<file path="src/rtl/imm_ext_stage.sv">
// imm_ext_stage: ID/EX immediate extension with valid/ready and 2-entry skid.
// Ports: i_clk/i_rst_n, i_valid/o_ready/i_immediate/i_mode/i_flush in,
//   o_valid/i_ready/o_imm_ext/o_illegal out; IMM_EXT_BRANCH_TARGET_EN adds i_pc/o_target.
module imm_ext_stage #(
    parameter int DATA_W    = 32,
    parameter int IMM_W     = 16,
    parameter int SHIFT_AMT = 2
) (
    input  logic              i_clk,
    input  logic              i_rst_n,
    input  logic              i_valid,
    output logic              o_ready,
    input  logic [IMM_W-1:0]  i_immediate,
    input  logic [2:0]        i_mode,
`ifdef IMM_EXT_BRANCH_TARGET_EN
    input  logic [DATA_W-1:0] i_pc,
    output logic [DATA_W-1:0] o_target,
`endif
    input  logic              i_flush,
    output logic              o_valid,
    input  logic              i_ready,
    output logic [DATA_W-1:0] o_imm_ext,
    output logic              o_illegal
);

    logic [DATA_W-1:0] zext;
    logic [DATA_W-1:0] sext;
    logic [DATA_W-1:0] ext_d;
    logic              ill_d;

    logic              main_v;
    logic [DATA_W-1:0] main_d;
    logic              main_ill;
    logic              skid_v;
    logic [DATA_W-1:0] skid_d;
    logic              skid_ill;
    logic              accept;

    always_comb begin
        zext  = DATA_W'(i_immediate);
        sext  = DATA_W'($signed(i_immediate));
        ext_d = '0;
        ill_d = 1'b0;
        unique case (i_mode)
            3'd0:    ext_d = zext;
            3'd1:    ext_d = sext;
            3'd2:    ext_d = zext << (DATA_W - IMM_W);
            3'd3:    ext_d = sext << SHIFT_AMT;
            3'd4:    ext_d = zext << SHIFT_AMT;
            default: ill_d = 1'b1;
        endcase
    end

    // Ready is purely a function of skid occupancy, so it is a flop output.
    assign o_ready   = !skid_v;
    assign accept    = i_valid && !skid_v;
    assign o_valid   = main_v;
    assign o_imm_ext = main_d;
    assign o_illegal = main_ill;

`ifdef IMM_EXT_BRANCH_TARGET_EN
    // Target is summed once on entry and carried with the entry,
    // so the output is a plain register and resets to zero.
    logic [DATA_W-1:0] tgt_d;
    logic [DATA_W-1:0] main_tgt;
    logic [DATA_W-1:0] skid_tgt;

    assign tgt_d    = i_pc + DATA_W'(4) + ext_d;
    assign o_target = main_tgt;

    always_ff @(posedge i_clk or negedge i_rst_n) begin
        if (!i_rst_n) begin
            main_tgt <= '0;
            skid_tgt <= '0;
        end else if (!i_flush) begin
            if (skid_v) begin
                if (i_ready) main_tgt <= skid_tgt;
            end else if (!main_v || i_ready) begin
                if (accept) main_tgt <= tgt_d;
            end else if (accept) begin
                skid_tgt <= tgt_d;
            end
        end
    end
`endif

    always_ff @(posedge i_clk or negedge i_rst_n) begin
        if (!i_rst_n) begin
            main_v   <= 1'b0;
            main_d   <= '0;
            main_ill <= 1'b0;
            skid_v   <= 1'b0;
            skid_d   <= '0;
            skid_ill <= 1'b0;
        end else if (i_flush) begin
            main_v <= 1'b0;
            skid_v <= 1'b0;
        end else if (skid_v) begin
            // Full: only a drain can happen; skid refills main.
            if (i_ready) begin
                main_v   <= 1'b1;
                main_d   <= skid_d;
                main_ill <= skid_ill;
                skid_v   <= 1'b0;
            end
        end else if (!main_v || i_ready) begin
            main_v <= accept;
            if (accept) begin
                main_d   <= ext_d;
                main_ill <= ill_d;
            end
        end else if (accept) begin
            skid_v   <= 1'b1;
            skid_d   <= ext_d;
            skid_ill <= ill_d;
        end
    end

endmodule

</file>
<file path="config.mk">
export PLATFORM = sky130hd
export DESIGN_NAME = imm_ext_stage
export DESIGN_NICKNAME = d
export VERILOG_FILES = /design/src/rtl/imm_ext_stage.sv
export SDC_FILE = /design/constraint.sdc
export NUM_CORES = 1
export LEC_CHECK = 0
export ABC_AREA = 1
export CAP_MARGIN = 20
export CORE_UTILIZATION = 48
export DETAILED_ROUTE_END_ITERATION = 10
export HOLD_SLACK_MARGIN = 0.05
export PLACE_DENSITY_LB_ADDON = 0.08
export SKIP_LAST_GASP = 1
export SLEW_MARGIN = 20
export SYNTH_ARGS = -nofsm -noshare
export SYNTH_HDL_FRONTEND = slang
export SYNTH_SLANG_ARGS = --single-unit
</file>
<file path="constraint.sdc">
create_clock -name i_clk -period 1.25 [get_ports i_clk]
set_input_delay 0.125 -clock i_clk [delete_from_list [all_inputs] [get_ports i_clk]]
set_output_delay 0.125 -clock i_clk [all_outputs]
set_load 0.03 [all_outputs]
</file>
==> metrics.md <==
| Metric | Value |
|---|---|
| Initial antenna violation count | `0` |
| Synth Register Bits | `68` |
| GRT Resource Usage Total | `0.272` |
| Iter 0 DRT Violations | `194` |
| Met2 Usage GRT | `0.424` |
| Die Height | `86 um` |
| CTS root buf | `clkbuf_8` |
| GRT met1 Usage | `0.368` |
| Hold crit path type | `input pin to async pin` |
| Final Hold Vio Count | `0` |
| Clock Tree Buf Depth | `2` |
| Final setup viols | `66` |
| Synth top area cells | `dfrtp_1 (50%), nand2_1 (28%), nor2_1 (7.0%)` |
| Fmax | `0.726 GHz` |
| Routability Congestion | `0.827` |
| Pre-CTS WS | `-0.544 ns` |
| Vias in the first global route | `3220` |
| Syn. warnings | `0` |
| Pwr Density | `1350 nW/um2` |
| Max-cap violations | `0` |
| Critical path arrival | `1.62 ns` |
| Synth Cell Area | `3390 um2` |
| Post-DRT Antenna Nets | `0` |
| Met3 global-route usage | `0.0404` |
| RSZ-0062 raised after global routing | `yes` |
| Fin. max-slew vios | `0` |
| Final Util | `0.712` |
| Post-synth top area share | `0.502` |
| DRC Markers | `0` |
| Initial Utilization | `0.499` |
| Hpwl dp | `5750 um` |
| I/O Buffers | `58` |
| Mapped Cells | `482` |
| Failing checks | `negative setup slack` |
| Worst EP required | `1.49 ns` |
| Grt peak-use layer | `met2` |
| Crit Path Max Fanout | `6` |
| Crit start category | `register` |
| CTS buffer count | `9` |
| Sequential area share after synthesis | `0.502` |
| Finished Layout Cells | `674` |
| Placed cells | `639` |
| Fin Hold WS | `0.336 ns` |
| Die Wd | `86 um` |
| Routed via count | `3440` |
| Core ar. | `6790 um2` |
| Min cycle time layout | `1.38 ns` |
| Total Neg Setup Slack | `-4.67 ns` |
| Crit end category | `register` |
| Synth-to-Final Area Change | `42.8%` |
| Top-level I/O count | `59` |
| Status | `complete, but fails checks` |
| Nets | `598` |
| GRT Residual Overflow | `0` |
| Pwr Total | `6.52 mW` |
| Yosys cell types | `17` |
| Routed len/inst | `14.8 um` |
| Syn Area/Cell | `7.03 um2` |
| TritonCTS clock tree | `yes` |
| Slew @ Worst Pin | `0.593 ns` |
| Routed wire length | `9940 um` |
| Net Count, Synth | `506` |
| Dpl cell area | `4260 um2` |
| N_diodes | `0` |
| Relative slew slack | `0.604` |
| Largest net degree at the start of global routing | `69` |
| DRT Pass-1 Iters | `5` |
| Design area | `4840 um2` |
| Leakage | `2.78 nW` |
| Clock Latency Late Sink | `0.35 ns` |
| Period utilisation layout | `1.10` |
| Routed vias/inst | `5.10` |
| Max VDD drop | `740 uV` |
| Critical path class | `register to register` |
| Clk slew on worst S/H paths | `0.07 ns` |
| Final worst slack | `-0.127 ns` |
| Area leader, netlist | `dfrtp_1` |
| Clk_skew | `0.00759 ns` |
| Row cnt | `30` |
| Global-route wire length before repair | `15400 um` |
| H-tree depth | `3` |
| CTS Sinks | `68` |
| Die area | `7400 um2` |
| Share of cells above drive strength 1 | `0.187` |
[state kept, by name, summed over array words and instances (netlist names)]
name	cells
o_illegal	1
o_imm_ext	32
o_valid	1
skid_d	32
skid_ill	1
skid_v	1
[cell usage after synthesis (all sizes together)]
master	count
o21ai	20
buf	14
a211oi	1
nand3	31
clkbuf	10
inv	16
dfrtp	68
nand4	4
o211ai	2
nor2	63
nand2	253
[per-layer routing]
metal  part of all wire  wire [um]
met3              0.055        547
met2               0.48       4800
met5                  0          0
met4              0.019        190
met1               0.44       4410
[report_power, final]
| part | leakage [nW] | total [mW] | switching, mW | internal [mW] |
|---|---|---|---|---|
| registers | 0.895 | 2.85 | 0.235 | 2.62 |
| clock network | 0.0995 | 1.86 | 0.837 | 1.02 |
| logic | 1.79 | 1.82 | 1.11 | 0.704 |
| total | 2.78 | 6.52 | 2.19 | 4.34 |
[cell families after synthesis]
logic type             synth area share
AND/OR/NAND/NOR                   0.408
flip-flops                        0.502
buffers and inverters            0.0536
AO/OA/AOI/OAI                    0.0362
[worst paths after layout]
| kind | end | cells past startpoint | start | slack (ns) |
|---|---|---|---|---|
| max | o_imm_ext[13] | 8 | skid_v | -0.13 |
| min | o_imm_ext[30] | 3 | i_rst_n | 0.34 |
| max reg2reg | o_imm_ext[13] | 8 | skid_v | -0.13 |
| min reg2reg | o_imm_ext[19] | 2 | o_imm_ext[19] | 0.46 |
| max in group asynchronous | o_valid | 3 | i_rst_n | 0.62 |
| min in group i_clk | skid_v | 3 | i_valid | 0.41 |
[worst max-delay path, cell delays in order (launching register included)]
cell and delay [ns]:
dfrtp_1 0.42, inv_4 0.10, nand2_2 0.06, nand2_2 0.07, nand3_4 0.17, buf_12 0.20
clkbuf_16 0.16, nand2_2 0.05, nand2_1 0.05
[timing repair]
item	in CTS	in global routing
pin swaps	1	12
setup buffers	7	5
endpoints found under the hold margin	68	0
resized for setup	50	73
endpoints found under the setup margin	84	88
gates cloned	4	5
hold buffers	1	0
[area by class of cell]
cell class                      instances  area [um2]
Clock inverter                          2        35.0
Timing Repair Buffer                  105        1130
Fill cell                             564        1960
Multi-Input combinational cell        374        1610
Clock buffer                           13         159
Tap cell                               96         120
Inverter                               16        75.1
Sequential cell                        68        1700
[placed cells by master, fill, tap and decap left out, drive strengths merged, types with 12 or more instances in the layout]
cell type / n
dlygate4sd2: 12
nor2: 63
clkdlybuf4s15: 14
clkdlybuf4s50: 22
dfrtp: 68
buf: 45
inv: 15
nand2: 253
o21ai: 20
nand3: 31
clkbuf: 24
No activity file was read; power rests on OpenSTA's default activity.
==> RTL change: new RTL, config.mk and constraints unchanged <==
Set the parameter `DATA_W` to 16 (it was 32).
--- a/src/rtl/imm_ext_stage.sv
+++ b/src/rtl/imm_ext_stage.sv
@@ -4,3 +4,3 @@
 module imm_ext_stage #(
-    parameter int DATA_W    = 32,
+    parameter int DATA_W    = 16,
     parameter int IMM_W     = 16,
Interface: changed (resized o_imm_ext); port bits go from 59 to 43. The function was not compared with the original's and may differ.
==> RTL change against the original RTL <==
- power down 48%
- combinational power fell by 44%
- critical path depth fell by 7
- setup slack better by 0.15 ns
- clock power fell by 54%
- non-clock buffer count fell by 44
- die area decreased by 42%
- clock skew hardly changed
- routed wire length shrank 56%
- final area fell by 45%
- via count down 47%
- sequential cell count down 32
- area after synthesis is 43% lower
- highest routed layer unchanged
==> RTL change: results (changes against the original RTL) <==
leakagePower_nw: 1.47  # was 2.78 nW
cts_buffers: 5  # was 9
timing.fmax_mhz: 814  # was 726 MHz
synth_seq_area_share_pct: 46.9  # was 50.2%
dp_slack_ns: -0.193  # was -0.544 ns
endpoint: "o_valid"  # was o_imm_ext[13]
grtUsageTotal_pct: 23.5  # was 27.2%
post_cts_resize_count: 20  # was 50
htree_levels: 2  # was 3
synthTopCellsByArea: "dfrtp_1, nand2_1, nand3_1"  # was dfrtp_1, nand2_1, nor2_1
crit_family: "flip-flops"  # was buffers and inverters
fin_nets: 344  # was 598
grt_pass1_vias: 1743  # was 3220
grtUsageMet1_pct: 30.7  # was 36.8%
postCtsSetupRepairBufs: 4  # was 7
dp.cells: 356  # was 639
arrival_ns: 1.10  # was 1.62 ns
fin_skew_ns: 0.00784  # was 0.00759 ns
worstReg2RegEnd: "o_imm_ext[7]"  # was o_imm_ext[13]
async_flop_share_pct: 100  # unchanged
drive_gt1_share_pct: 15.3  # was 18.7%
dpl-instance-area_mm2: 0.00252  # was 0.00426 mm^2
cpMaxStageDelayCell: "dfrtp_2"  # was dfrtp_1
worstMarginPinSlew_ns: 0.315  # was 0.593 ns
top_layer: "met4"  # unchanged
ys_types: 19  # was 17
grt_max_degree: 37  # was 69
synthCells: 265  # was 482
dr_wl_met2_um: 2090  # was 4800 um
use_met2_pct: 36.9  # was 42.4%
final_cells: 369  # was 674
firstDrtPassIters: 4  # was 5
antenna_found_initial: 0  # unchanged
io_buffer_count: 42  # was 58
routabilityCongestion: 0.765  # was 0.827
insertion_delay_ns: 0.29  # was 0.35 ns
worstSetupStartpoint: "o_valid"  # was skid_v
initialDrtViolationCount: 151  # was 194
status: "complete, no violations"  # was finished with violations
path_max_fanout: 4  # was 6
reg2reg_slack_ns: 0.02  # was -0.13 ns
wl_um: 4370  # was 9940 um
peakVddDrop_mv: 0.706  # was 0.740 mV
syn_nets: 289  # was 506
dp_hpwl_um: 2920  # was 5750 um
num_vias: 1840  # was 3440
grt_pass1_wl_um: 7630  # was 15400 um
met1_length_um: 2010  # was 4410 um
gr-usage-met3_pct: 6.08  # was 4.04%
max-cap-violations: 0  # unchanged
dr_wl_met3_um: 178  # was 547 um
fin_hold_ws_ns: 0.221  # was 0.336 ns
ys_top_cells_by_count: "nand2_1, dfrtp_1, nand3_1, inv_1, nor2_1"  # was nand2_1, dfrtp_1, nor2_1, nand3_1, inv_1
RTL change: changes by cell type in the layout (fill, tap and decap cells not counted), sizes merged, moves of 8 or more:
cell,delta
nand2,-149
dfrtp,-32
nor2,-32
buf,-25
clkbuf,-16
clkdlybuf4s15,-14
inv,+8
RTL change: power by group:
group	leakage (nW)	switching, W	internal (W)
sequential	0.463	0.000132	0.00141
combinational	0.963	0.000604	0.000413
clock	0.0455	0.000407	0.000449
total	1.47	0.00114	0.00228
RTL change: kinds of logic (layout without fill, tap and decap cells):
family,Yosys count,in the layout,share of synthesized area (%)
AOI/OAI and AO/OA,24,24,6.45
buffers and inverters,36,92,8.66
and+or+nand+nor,169,169,38.0
DFF,36,36,46.9
RTL change: area by class of cell:
class | instances | area (um^2)
Tap cell | 48 | 60.1
Multi-Input combinational cell | 193 | 873
Timing Repair Buffer | 61 | 654
Inverter | 23 | 88.8
Sequential cell | 36 | 902
Clock buffer | 8 | 90.1
Fill cell | 317 | 1070
